**src/rtl/traffic_phase_arbiter_if.sv**
```systemverilog
// rtl/traffic_phase_arbiter_if.sv - signal bundle between the phase arbiter and its environment
//
// Purpose: groups the timing enable, demand/preemption inputs and the light,
// grant and pending outputs of traffic_phase_arbiter.
//   master : environment side (drives tick/req/preempt/preempt_dir)
//   slave  : arbiter side (drives lights, grant, pending)
// Lights are {red,yellow,green}: 100 red, 010 yellow, 001 green.
interface traffic_phase_arbiter_if;
    logic       tick;
    logic [3:0] req;
    logic       preempt;
    logic [1:0] preempt_dir;
    logic [2:0] Main_North_Lights;
    logic [2:0] Main_South_Lights;
    logic [2:0] Local_East_Lights;
    logic [2:0] Local_West_Lights;
    logic [3:0] grant;
    logic [3:0] pending;

    modport master (
        output tick, req, preempt, preempt_dir,
        input  Main_North_Lights, Main_South_Lights, Local_East_Lights, Local_West_Lights,
        input  grant, pending
    );

    modport slave (
        input  tick, req, preempt, preempt_dir,
        output Main_North_Lights, Main_South_Lights, Local_East_Lights, Local_West_Lights,
        output grant, pending
    );
endinterface

```
**src/rtl/traffic_phase_arbiter.sv**
```systemverilog
// rtl/traffic_phase_arbiter.sv - four-approach traffic phase arbiter with preemption
//
// Purpose: serves one approach at a time through GREEN -> YELLOW -> CLEAR,
// picking the next approach round-robin from latched demand, with an
// emergency preemption override. Timers advance only on tick.
// Ports:
//   clk            single clock, rising edge
//   rst_a          synchronous active-low reset
//   bus.tick       timing enable
//   bus.req[3:0]   demand, bit0=N bit1=S bit2=E bit3=W
//   bus.preempt    level-sensitive emergency request
//   bus.preempt_dir approach given priority while preempt=1
//   bus.*_Lights   {red,yellow,green} per approach
//   bus.grant      one-hot approach in GREEN or YELLOW, else 0
//   bus.pending    latched unserved demand
module traffic_phase_arbiter #(
    parameter int MIN_GREEN   = 4,
    parameter int MAX_GREEN   = 8,
    parameter int YELLOW_TIME = 2,
    parameter int ALLRED_TIME = 1
) (
    input  logic                    clk,
    input  logic                    rst_a,
    traffic_phase_arbiter_if.slave  bus
);

    localparam logic [1:0] ST_IDLE   = 2'd0;
    localparam logic [1:0] ST_GREEN  = 2'd1;
    localparam logic [1:0] ST_YELLOW = 2'd2;
    localparam logic [1:0] ST_CLEAR  = 2'd3;

    localparam logic [3:0] MIN_LAST    = 4'(MIN_GREEN - 1);
    localparam logic [3:0] MAX_LAST    = 4'(MAX_GREEN - 1);
    localparam logic [3:0] YELLOW_LAST = 4'(YELLOW_TIME - 1);
    localparam logic [3:0] CLEAR_LAST  = 4'(ALLRED_TIME - 1);

    localparam logic [2:0] LAMP_RED    = 3'b100;
    localparam logic [2:0] LAMP_YELLOW = 3'b010;
    localparam logic [2:0] LAMP_GREEN  = 3'b001;

    logic [1:0] state, state_nx;
    logic [3:0] timer, timer_nx;
    logic [1:0] served, served_nx;
    logic [3:0] pending, pending_nx;

    logic [3:0] demand;
    logic [3:0] served_oh;
    logic [3:0] conflict;
    logic [1:0] winner;
    logic       winner_found;
    logic [1:0] pick;
    logic       pick_valid;
    logic       enter_green;
    logic       green_exit;

    assign demand    = pending | bus.req;
    assign served_oh = 4'b0001 << served;
    assign conflict  = demand & ~served_oh;

    // Round-robin scan starting just after the last served approach.
    always_comb begin
        logic [1:0] idx;
        winner       = served + 2'd1;
        winner_found = 1'b0;
        for (int k = 0; k < 4; k++) begin
            idx = served + 2'(k + 1);
            if (!winner_found && demand[idx]) begin
                winner       = idx;
                winner_found = 1'b1;
            end
        end
    end

    // Next approach to turn green when leaving CLEAR or IDLE.
    always_comb begin
        pick       = winner;
        pick_valid = 1'b0;
        if (bus.preempt) begin
            pick       = bus.preempt_dir;
            pick_valid = 1'b1;
        end else if (winner_found) begin
            pick_valid = 1'b1;
        end
    end

    // Preemption for another approach ends green immediately; preemption for
    // the served approach holds green; otherwise the min/max rule applies.
    always_comb begin
        green_exit = 1'b0;
        if (bus.preempt) begin
            green_exit = (served != bus.preempt_dir);
        end else begin
            green_exit = (timer >= MIN_LAST) && (|conflict) &&
                         (!bus.req[served] || (timer >= MAX_LAST));
        end
    end

    always_comb begin
        state_nx    = state;
        timer_nx    = timer;
        served_nx   = served;
        enter_green = 1'b0;
        if (bus.tick) begin
            case (state)
                ST_IDLE: begin
                    if (pick_valid) begin
                        state_nx    = ST_GREEN;
                        served_nx   = pick;
                        timer_nx    = 4'd0;
                        enter_green = 1'b1;
                    end
                end
                ST_GREEN: begin
                    if (green_exit) begin
                        state_nx = ST_YELLOW;
                        timer_nx = 4'd0;
                    end else if (timer != 4'd15) begin
                        timer_nx = timer + 4'd1;
                    end
                end
                ST_YELLOW: begin
                    if (timer == YELLOW_LAST) begin
                        state_nx = ST_CLEAR;
                        timer_nx = 4'd0;
                    end else begin
                        timer_nx = timer + 4'd1;
                    end
                end
                default: begin
                    if (timer == CLEAR_LAST) begin
                        timer_nx = 4'd0;
                        if (pick_valid) begin
                            state_nx    = ST_GREEN;
                            served_nx   = pick;
                            enter_green = 1'b1;
                        end else begin
                            state_nx = ST_IDLE;
                        end
                    end else begin
                        timer_nx = timer + 4'd1;
                    end
                end
            endcase
        end
    end

    // Demand latches every cycle; the approach turning green loses its bit
    // even if it is still requesting on that same cycle.
    always_comb begin
        pending_nx = pending | bus.req;
        if (enter_green) begin
            pending_nx[served_nx] = 1'b0;
        end
    end

    always_ff @(posedge clk) begin
        if (!rst_a) begin
            state   <= ST_CLEAR;
            timer   <= 4'd0;
            served  <= 2'd3;
            pending <= 4'd0;
        end else begin
            state   <= state_nx;
            timer   <= timer_nx;
            served  <= served_nx;
            pending <= pending_nx;
        end
    end

    logic [3:0] grant_w;
    logic [2:0] lamp_on;

    assign grant_w = ((state == ST_GREEN) || (state == ST_YELLOW)) ? served_oh : 4'd0;
    assign lamp_on = (state == ST_GREEN) ? LAMP_GREEN : LAMP_YELLOW;

    assign bus.grant             = grant_w;
    assign bus.pending           = pending;
    assign bus.Main_North_Lights = grant_w[0] ? lamp_on : LAMP_RED;
    assign bus.Main_South_Lights = grant_w[1] ? lamp_on : LAMP_RED;
    assign bus.Local_East_Lights = grant_w[2] ? lamp_on : LAMP_RED;
    assign bus.Local_West_Lights = grant_w[3] ? lamp_on : LAMP_RED;

endmodule
```
**src/flat_wrapper.sv**
```systemverilog
// flat-port wrapper written by rule: the top's interface ports become plain ports
module traffic_phase_arbiter_flat 
#(
    parameter int MIN_GREEN   = 4,
    parameter int MAX_GREEN   = 8,
    parameter int YELLOW_TIME = 2,
    parameter int ALLRED_TIME = 1
)
  (clk, rst_a, bus_tick, bus_req, bus_preempt, bus_preempt_dir, bus_Main_North_Lights, bus_Main_South_Lights, bus_Local_East_Lights, bus_Local_West_Lights, bus_grant, bus_pending);
  traffic_phase_arbiter_if bus_i ();
  input  logic clk;
  input  logic rst_a;
  input wire logic [$bits(bus_i.tick)-1:0] bus_tick;
  input wire logic [$bits(bus_i.req)-1:0] bus_req;
  input wire logic [$bits(bus_i.preempt)-1:0] bus_preempt;
  input wire logic [$bits(bus_i.preempt_dir)-1:0] bus_preempt_dir;
  output wire logic [$bits(bus_i.Main_North_Lights)-1:0] bus_Main_North_Lights;
  output wire logic [$bits(bus_i.Main_South_Lights)-1:0] bus_Main_South_Lights;
  output wire logic [$bits(bus_i.Local_East_Lights)-1:0] bus_Local_East_Lights;
  output wire logic [$bits(bus_i.Local_West_Lights)-1:0] bus_Local_West_Lights;
  output wire logic [$bits(bus_i.grant)-1:0] bus_grant;
  output wire logic [$bits(bus_i.pending)-1:0] bus_pending;
  assign bus_i.tick = bus_tick;
  assign bus_i.req = bus_req;
  assign bus_i.preempt = bus_preempt;
  assign bus_i.preempt_dir = bus_preempt_dir;
  assign bus_Main_North_Lights = bus_i.Main_North_Lights;
  assign bus_Main_South_Lights = bus_i.Main_South_Lights;
  assign bus_Local_East_Lights = bus_i.Local_East_Lights;
  assign bus_Local_West_Lights = bus_i.Local_West_Lights;
  assign bus_grant = bus_i.grant;
  assign bus_pending = bus_i.pending;
  traffic_phase_arbiter #(.MIN_GREEN(MIN_GREEN), .MAX_GREEN(MAX_GREEN), .YELLOW_TIME(YELLOW_TIME), .ALLRED_TIME(ALLRED_TIME)) u_core (.clk(clk), .rst_a(rst_a), .bus(bus_i));
endmodule
```
**config.mk**
```make
export PLATFORM = sky130hd
export DESIGN_NAME = traffic_phase_arbiter_flat
export DESIGN_NICKNAME = d
export VERILOG_FILES = /design/src/rtl/traffic_phase_arbiter_if.sv /design/src/rtl/traffic_phase_arbiter.sv /design/src/flat_wrapper.sv
export SDC_FILE = /design/constraint.sdc
export NUM_CORES = 1
export LEC_CHECK = 0
export BUFFER_PORTS_ARGS = -buffer_cell sky130_fd_sc_hd__buf_2
export CAP_MARGIN = 20
export CORE_MARGIN = 2
export CORE_UTILIZATION = 50
export CTS_BUF_LIST = sky130_fd_sc_hd__clkbuf_4 sky130_fd_sc_hd__clkbuf_8
export DETAILED_ROUTE_END_ITERATION = 8
export GPL_TIMING_DRIVEN = 0
export PLACE_DENSITY = 0.84
export SETUP_SLACK_MARGIN = 0.4
export SLEW_MARGIN = 40
export SYNTH_ARGS = -nofsm -noshare
export SYNTH_HDL_FRONTEND = slang
export SYNTH_SLANG_ARGS = --single-unit
```
**constraint.sdc**
```tcl
create_clock -name clk -period 2.46 [get_ports clk]
set_input_delay 0.369 -clock clk [delete_from_list [all_inputs] [get_ports clk]]
set_output_delay 0.369 -clock clk [all_outputs]
set_load 0.1 [all_outputs]
```
# Yosys cells after proc, flatten, opt, wreduce, memory -nomap -nowiden
# Cells that the tools add are included.
word_totals:
  wordCells: 100
  inputBits: 10
  output_inout_bits: 20
  regBits: 12
classes:
  n_lt_le_gt_ge: 8
  addsub: 4
  n_reduce_logical: 19
  eq_ne: 9
  bitwise: 5
  n_shift: 1
  n_mux: 50
op_table:
  columns: ["operator", "count"]
  rows:
  - ["$mux 4", 7]
  - ["$mux 2", 12]
  - ["$mux 1", 17]
  - ["$lt 2x3->1 const B", 5]
  - ["$mux 3", 4]
  - ["$pmux 4 s3", 1]
  - ["$bmux 1 s2", 5]
  - ["$and 4x4->4", 2]
  - ["$not 4->4", 2]
  - ["$logic_and 1x1->1", 6]
  - ["$ne 2x1->1 const B", 3]
  - ["$pmux 2 s3", 1]
  - ["$reduce_and 5->1", 1]
  - ["$add 2x2->2 const B", 2]
  - ["$add 4x1->4 const B", 1]
  - ["$eq 4x1->1 const B", 1]
  - ["$ge 4x2->1 const B", 1]
  - ["$ge 4x3->1 const B", 1]
  - ["$logic_not 1->1", 4]
  - ["$logic_not 4->1", 1]
  - ["$ne 4x4->1 const B", 1]
  - ["$or 4x4->4", 1]
  - ["$pmux 2 s2", 1]
  - ["$reduce_bool 4->1", 1]
  - ["other kinds (14)", 15]

# Depth between registers and ports, before layout
depth:
  ltp_word: 26
  mapped_depth: 9
  ltp_nobuf: 8

# Worst setup path before layout
# OpenSTA, ideal clock, no wires.
synth_timing:
  path_type: "register to output"
  from: "reg u_core.state[0]"
  to: "out bus_Local_East_Lights[1]"
  arrival_ps: 3042
  stages_incl_launch_ff: 6
  setup_slack_ps: -951
  path_cell_list: "dfxtp_1 -> inv_1 -> ha_1 -> clkbuf_1 -> nand2_1 -> nor2_1"
synth_between:
  elab_chain_cells: 4
synth_lines:
  columns: ["element", "line", "source"]
  rows:
  - ["start: declaration", "traffic_phase_arbiter.sv:41", "logic [1:0] state, state_nx;"]
  - ["start signal: assignment", "traffic_phase_arbiter.sv:163", "state <= state_nx;"]
  - ["$eq 2x1->1 / $eq 2x2->1 (equally long branches)", "traffic_phase_arbiter.sv:173, traffic_phase_arbiter.sv:174", null]
  - ["$logic_or 1x1->1", "traffic_phase_arbiter.sv:173", "assign grant_w = ((state == ST_GREEN) || (state == ST_YELLOW)) ? served_oh : 4'd0;"]
  - ["$mux 4", "traffic_phase_arbiter.sv:173", null]
  - ["$mux 3 (*)", "traffic_phase_arbiter.sv:180", "assign bus.Local_East_Lights = grant_w[2] ? lamp_on : LAMP_RED;"]
  - ["end: declaration", "flat_wrapper.sv:19", "output wire logic [$bits(bus_i.Local_East_Lights)-1:0] bus_Local_East_Lights;"]
# Every way passes the cells marked *; elsewhere a longest branch is shown, timed or not.

# Worst setup path in the final report
layout_timing:
  from: "reg u_core.served[0]"
  to: "reg u_core.state[0]"
layout_between:
  elab_chain_cells: 18
layout_lines:
  columns: ["element", "line", "source"]
  rows:
  - ["start: declaration", "traffic_phase_arbiter.sv:43", "logic [1:0] served, served_nx;"]
  - ["start signal: assignment", "traffic_phase_arbiter.sv:165", "served <= served_nx;"]
  - ["$add 2x1->2", "traffic_phase_arbiter.sv:66", "idx = served + 2'(k + 1);"]
  - ["$bmux 1 s2", "traffic_phase_arbiter.sv:67", "if (!winner_found && demand[idx]) begin"]
  - ["$mux 1 (implied by the code)", "traffic_phase_arbiter.sv:67", null]
  - ["$mux 1", "traffic_phase_arbiter.sv:67", null]
  - ["$logic_not 1->1", "traffic_phase_arbiter.sv:67", null]
  - ["$logic_and 1x1->1", "traffic_phase_arbiter.sv:67", null]
  - ["$mux 1", "traffic_phase_arbiter.sv:67", null]
  - ["$logic_not 1->1", "traffic_phase_arbiter.sv:67", null]
  - ["[... 2 more ...]", null, null]
  - ["$logic_not 1->1", "traffic_phase_arbiter.sv:67", null]
  - ["$logic_and 1x1->1", "traffic_phase_arbiter.sv:67", null]
  - ["$mux 1", "traffic_phase_arbiter.sv:67", null]
  - ["$mux 1", "traffic_phase_arbiter.sv:81", "end else if (winner_found) begin"]
  - ["$mux 1", "traffic_phase_arbiter.sv:78", "if (bus.preempt) begin"]
  - ["$mux 1", "traffic_phase_arbiter.sv:132", "if (pick_valid) begin"]
  - ["$mux 2", "traffic_phase_arbiter.sv:130", "if (timer == CLEAR_LAST) begin"]
  - ["$pmux 2 s3", "traffic_phase_arbiter.sv:104", "case (state)"]
# Parallel ways exist; a longest one is shown, timed or not. The select of a mux whose other input is x is not followed.
# A chain may end at the register's enable or synchronous reset.

==> results_tabular.tex <==
\begin{tabular}{lr}
\hline
Metric & Value \\
\hline
\multicolumn{2}{l}{\textbf{Status}} \\
\quad Outcome & finished, final reports clean \\
\multicolumn{2}{l}{\textbf{Job}} \\
\quad Number of max-capacitance violations reported & 0 \\
\multicolumn{2}{l}{\textbf{Die}} \\
\quad Row cnt & 17 \\
\quad Vert. Die Dim & 52.7 um \\
\quad Core Box Area & 2230 um2 \\
\quad Die Area & 2770 um2 \\
\quad Initial Utilization & 53.0\% \\
\quad X dimension of the die & 52.7 um \\
\quad Number of primary I/O pins & 30 \\
\multicolumn{2}{l}{\textbf{Yosys}} \\
\quad Synthesized area per cell & 7.84 um2 \\
\quad Largest area contributor in the netlist & sky130\_fd\_sc\_hd\_\_dfxtp\_1 \\
\quad Number of enable-type register cells in the synthesized netlist & 0 \\
\quad Number of synthesis warnings & 0 \\
\quad Post-synthesis cell count & 151 \\
\quad Number of synthesized register bits & 12 \\
\quad Share of Yosys cell area claimed by the top area cell type & 20.3\% \\
\quad Dominant register cell in the synthesized netlist & sky130\_fd\_sc\_hd\_\_dfxtp\_1 \\
\quad Summed instance area of the synthesized netlist & 1180 um2 \\
\quad Distinct cell type count after synthesis & 48 \\
\quad Ys async rst share & 0\% \\
\quad Syn\_nets & 172 \\
\quad Leading post-synthesis cells by cell area & sky130\_fd\_sc\_hd\_\_dfxtp\_1 20\%, sky130\_fd\_sc\_hd\_\_ha\_1 12\%, sky130\_fd\_sc\_hd\_\_nand2\_1 6.0\%, sky130\_fd\_sc\_hd\_\_inv\_1 5.1\%, sky130\_fd\_sc\_hd\_\_o21ai\_0 4.2\% \\
\quad Sequential-to-total area share from yosys stat & 20.3\% \\
\multicolumn{2}{l}{\textbf{Finish}} \\
\quad ANT cells & 0 \\
\quad Area of the multi-input gates & 981 um2 \\
\quad Summed area of non-filler cells in the final layout & 1770 um2 \\
\quad Most frequent standard cell in the layout excluding fill and tap cells & sky130\_fd\_sc\_hd\_\_nand2\_1 \\
\quad Nets & 213 \\
\quad Total of fill cells in the finished design & 158 \\
\quad Share of final-layout standard cells stronger than drive strength 1 & 47.1\% \\
\quad Most frequent cells in the layout & 15 x sky130\_fd\_sc\_hd\_\_nand2\_1, 13 x sky130\_fd\_sc\_hd\_\_buf\_2, 11 x sky130\_fd\_sc\_hd\_\_inv\_1, 11 x sky130\_fd\_sc\_hd\_\_buf\_6, 9 x sky130\_fd\_sc\_hd\_\_buf\_4 \\
\quad Signed area change from the synthesized netlist to the final layout & 49.8\% \\
\quad Register cell area after layout & 262 um2 \\
\multicolumn{2}{l}{\textbf{Clock network}} \\
\quad Buffer depth of the longest clock path & 2 \\
\quad Root Buffer Master & sky130\_fd\_sc\_hd\_\_clkbuf\_4 \\
\quad Latest clock arrival within the worst-skew pair & 0.27 ns \\
\quad Number of buffers inserted during clock tree synthesis & 3 \\
\quad Clock-pin slew on the worst setup and hold paths & 0.07 ns \\
\quad Clock sink total & 12 \\
\quad TritonCTS clock tree & built \\
\quad Number of H-tree levels & 1 \\
\multicolumn{2}{l}{\textbf{Timing}} \\
\quad Final critical-path setup slack & 0.399 ns \\
\quad Post-route fraction of the period consumed by the critical path & 83.8\% \\
\quad Worst Tran Pin Value & 0.486 ns \\
\quad Worst hold-check slack & 0.370 ns \\
\quad Unrepaired setup endpoints after global routing & true \\
\quad Headroom to the max-slew limit & 67.8\% \\
\quad Hold Vio Cnt, Final & 0 \\
\quad Total setup violations reported at the end of the flow & 0 \\
\quad Final-report max-slew violation count & 0 \\
\quad Minimum period implied by the final worst setup slack & 2.06 ns \\
\quad Final worst clock skew & 0.00142 ns \\
\quad Max frequency & 485 MHz \\
\quad Sum of negative setup slack & 0 ns \\
\multicolumn{2}{l}{\textbf{Route}} \\
\quad Initial detailed-routing violation count & 57 \\
\quad Routed Wire Length & 3.50 mm \\
\quad Detail Route Antenna Nets & 0 \\
\quad Per-cell via count in the routed design & 6.14 \\
\quad DR WL/cell & 16.0 um \\
\quad Via count & 1,345 \\
\quad DRC errors left & 0 \\
\quad Router iterations before antenna repair & 5 \\
\multicolumn{2}{l}{\textbf{Worst setup path}} \\
\quad Worst Path Max Fanout & 3 \\
\quad Critical path data arrival time & 2.27 ns \\
\quad Required time worst endpoint & 2.67 ns \\
\quad Crit path launch type & flop \\
\quad Endpoint kind of the worst setup timing path & flop \\
\quad Crit Path Class & flop to flop \\
\multicolumn{2}{l}{\textbf{Power}} \\
\quad P\_leak & 0.736 nW \\
\quad Maximum ir drop on the vdd rail & 1.13 mV \\
\quad Power density relative to cell area & 1440 nW/um2 \\
\multicolumn{2}{l}{\textbf{Global route}} \\
\quad First-pass GRT wire length & 5.74 mm \\
\quad Tot GR Track Use & 28.1\% \\
\quad Pin count of the biggest net entering global routing & 11 \\
\quad Number of antenna violations at the first check in global routing & 0 \\
\quad Vias in the first global route & 1,238 \\
\quad Aggregate global routing overflow & 0 \\
\multicolumn{2}{l}{\textbf{Placed design}} \\
\quad Placer congestion estimate & 0.981 \\
\quad Placement Cell Area & 1500 um2 \\
\quad Worst setup slack after placement & 0.202 ns \\
\quad Count of input and output buffers & 29 \\
\quad Post-DP HPWL & 2.52 mm \\
\multicolumn{2}{l}{\textbf{Min path}} \\
\quad Hold Path Class & primary input to flop \\
\hline
\end{tabular}
[cells by family after synthesis]
logic type / count (synthesis) / synth area share [%]
and+or+nand+nor: 57 / 23.9
AOI/OAI and AO/OA: 41 / 25.6
buffers and inverters: 22 / 8.46
adders and majority gates: 12 / 12.6
DFF: 12 / 20.3
muxes: 5 / 7.72
xor gates and xnor gates: 2 / 1.48
[state kept, by name, indices dropped and copies added (netlist names)]
signal / cells
u_core.state: 2
u_core.served: 2
u_core.bus.pending: 4
u_core.timer: 4
[Yosys cell counts (all sizes together), types with 3 or more instances]
| library cell | instances |
|---|---|
| o21bai | 4 |
| nand2 | 19 |
| ha | 11 |
| nor2 | 11 |
| nand4 | 4 |
| nor2b | 3 |
| a21boi | 3 |
| inv | 17 |
| and3 | 5 |
| a21oi | 5 |
| nand3 | 3 |
| dfxtp | 12 |
| nor3 | 4 |
| mux4 | 3 |
| o21ai | 10 |
[repair_timing]
action                     4_1_cts  5_1_grt
setup buffers                    6        1
hold buffers                     0        0
pin swaps                        6        7
cloned                           0        0
setup endpoints to repair       27       27
resized for setup               37       24
[layout make-up]
class / instances / share of cell area, %
sequential: 12 / 14.7
tap: 28 / 1.98
buffer: 5 / 3.39
clock buffer: 4 / 1.69
multi-input combinational: 117 / 55.3
inverter: 17 / 4.59
timing repair buffer: 36 / 18.3
[power breakdown]
| part | switching (W) | internal [W] | leakage, nW |
|---|---|---|---|
| sequential | 0.0000546 | 0.000254 | 0.101 |
| clock | 0.0000642 | 0.0000739 | 0.0184 |
| combinational | 0.00137 | 0.000734 | 0.616 |
[worst max-delay path, stage by stage (launching register included)]
cell and delay, ns:
sky130_fd_sc_hd__dfxtp_2 0.34, sky130_fd_sc_hd__buf_6 0.12, sky130_fd_sc_hd__buf_6 0.11, sky130_fd_sc_hd__mux4_2 0.49
sky130_fd_sc_hd__maj3_2 0.33, sky130_fd_sc_hd__a21oi_2 0.16, sky130_fd_sc_hd__o211ai_2 0.12, sky130_fd_sc_hd__a211o_1 0.26
sky130_fd_sc_hd__nand3_1 0.07
[final timing paths]
kind / start / to / slack [ns] / depth (start not counted)
hold reg to reg: u_core.state[0]$_SDFFE_PN1P_ / u_core.state[0]$_SDFFE_PN1P_ / 0.50 / 2
setup / recovery: u_core.served[0]$_SDFF_PN1_ / u_core.state[0]$_SDFFE_PN1P_ / 0.40 / 8
hold / removal: rst_a / u_core.timer[3]$_SDFFE_PN0P_ / 0.37 / 2
setup reg to reg: u_core.served[0]$_SDFF_PN1_ / u_core.state[0]$_SDFFE_PN1P_ / 0.40 / 8
[per-layer routing]
layer	wire (um)	track usage (%)	part of all wire [%]
met1	1350	34.9	39
met2	1720	48.3	49
met3	311	1.71	8.9
met4	109	14.5	3.1
met5	0	0	0
[metrics by stage]
stage	util, %	std cells	power [W]
finish	79.4	219	0.00255
CTS	75.4	218	0.00236
detailed placement	67.2	208	0.00202
floorplan	-	151	0.00177
global placement	67.2	208	0.00197
global route	79.4	219	0.00267
No activity file was read; power rests on OpenSTA's default activity.
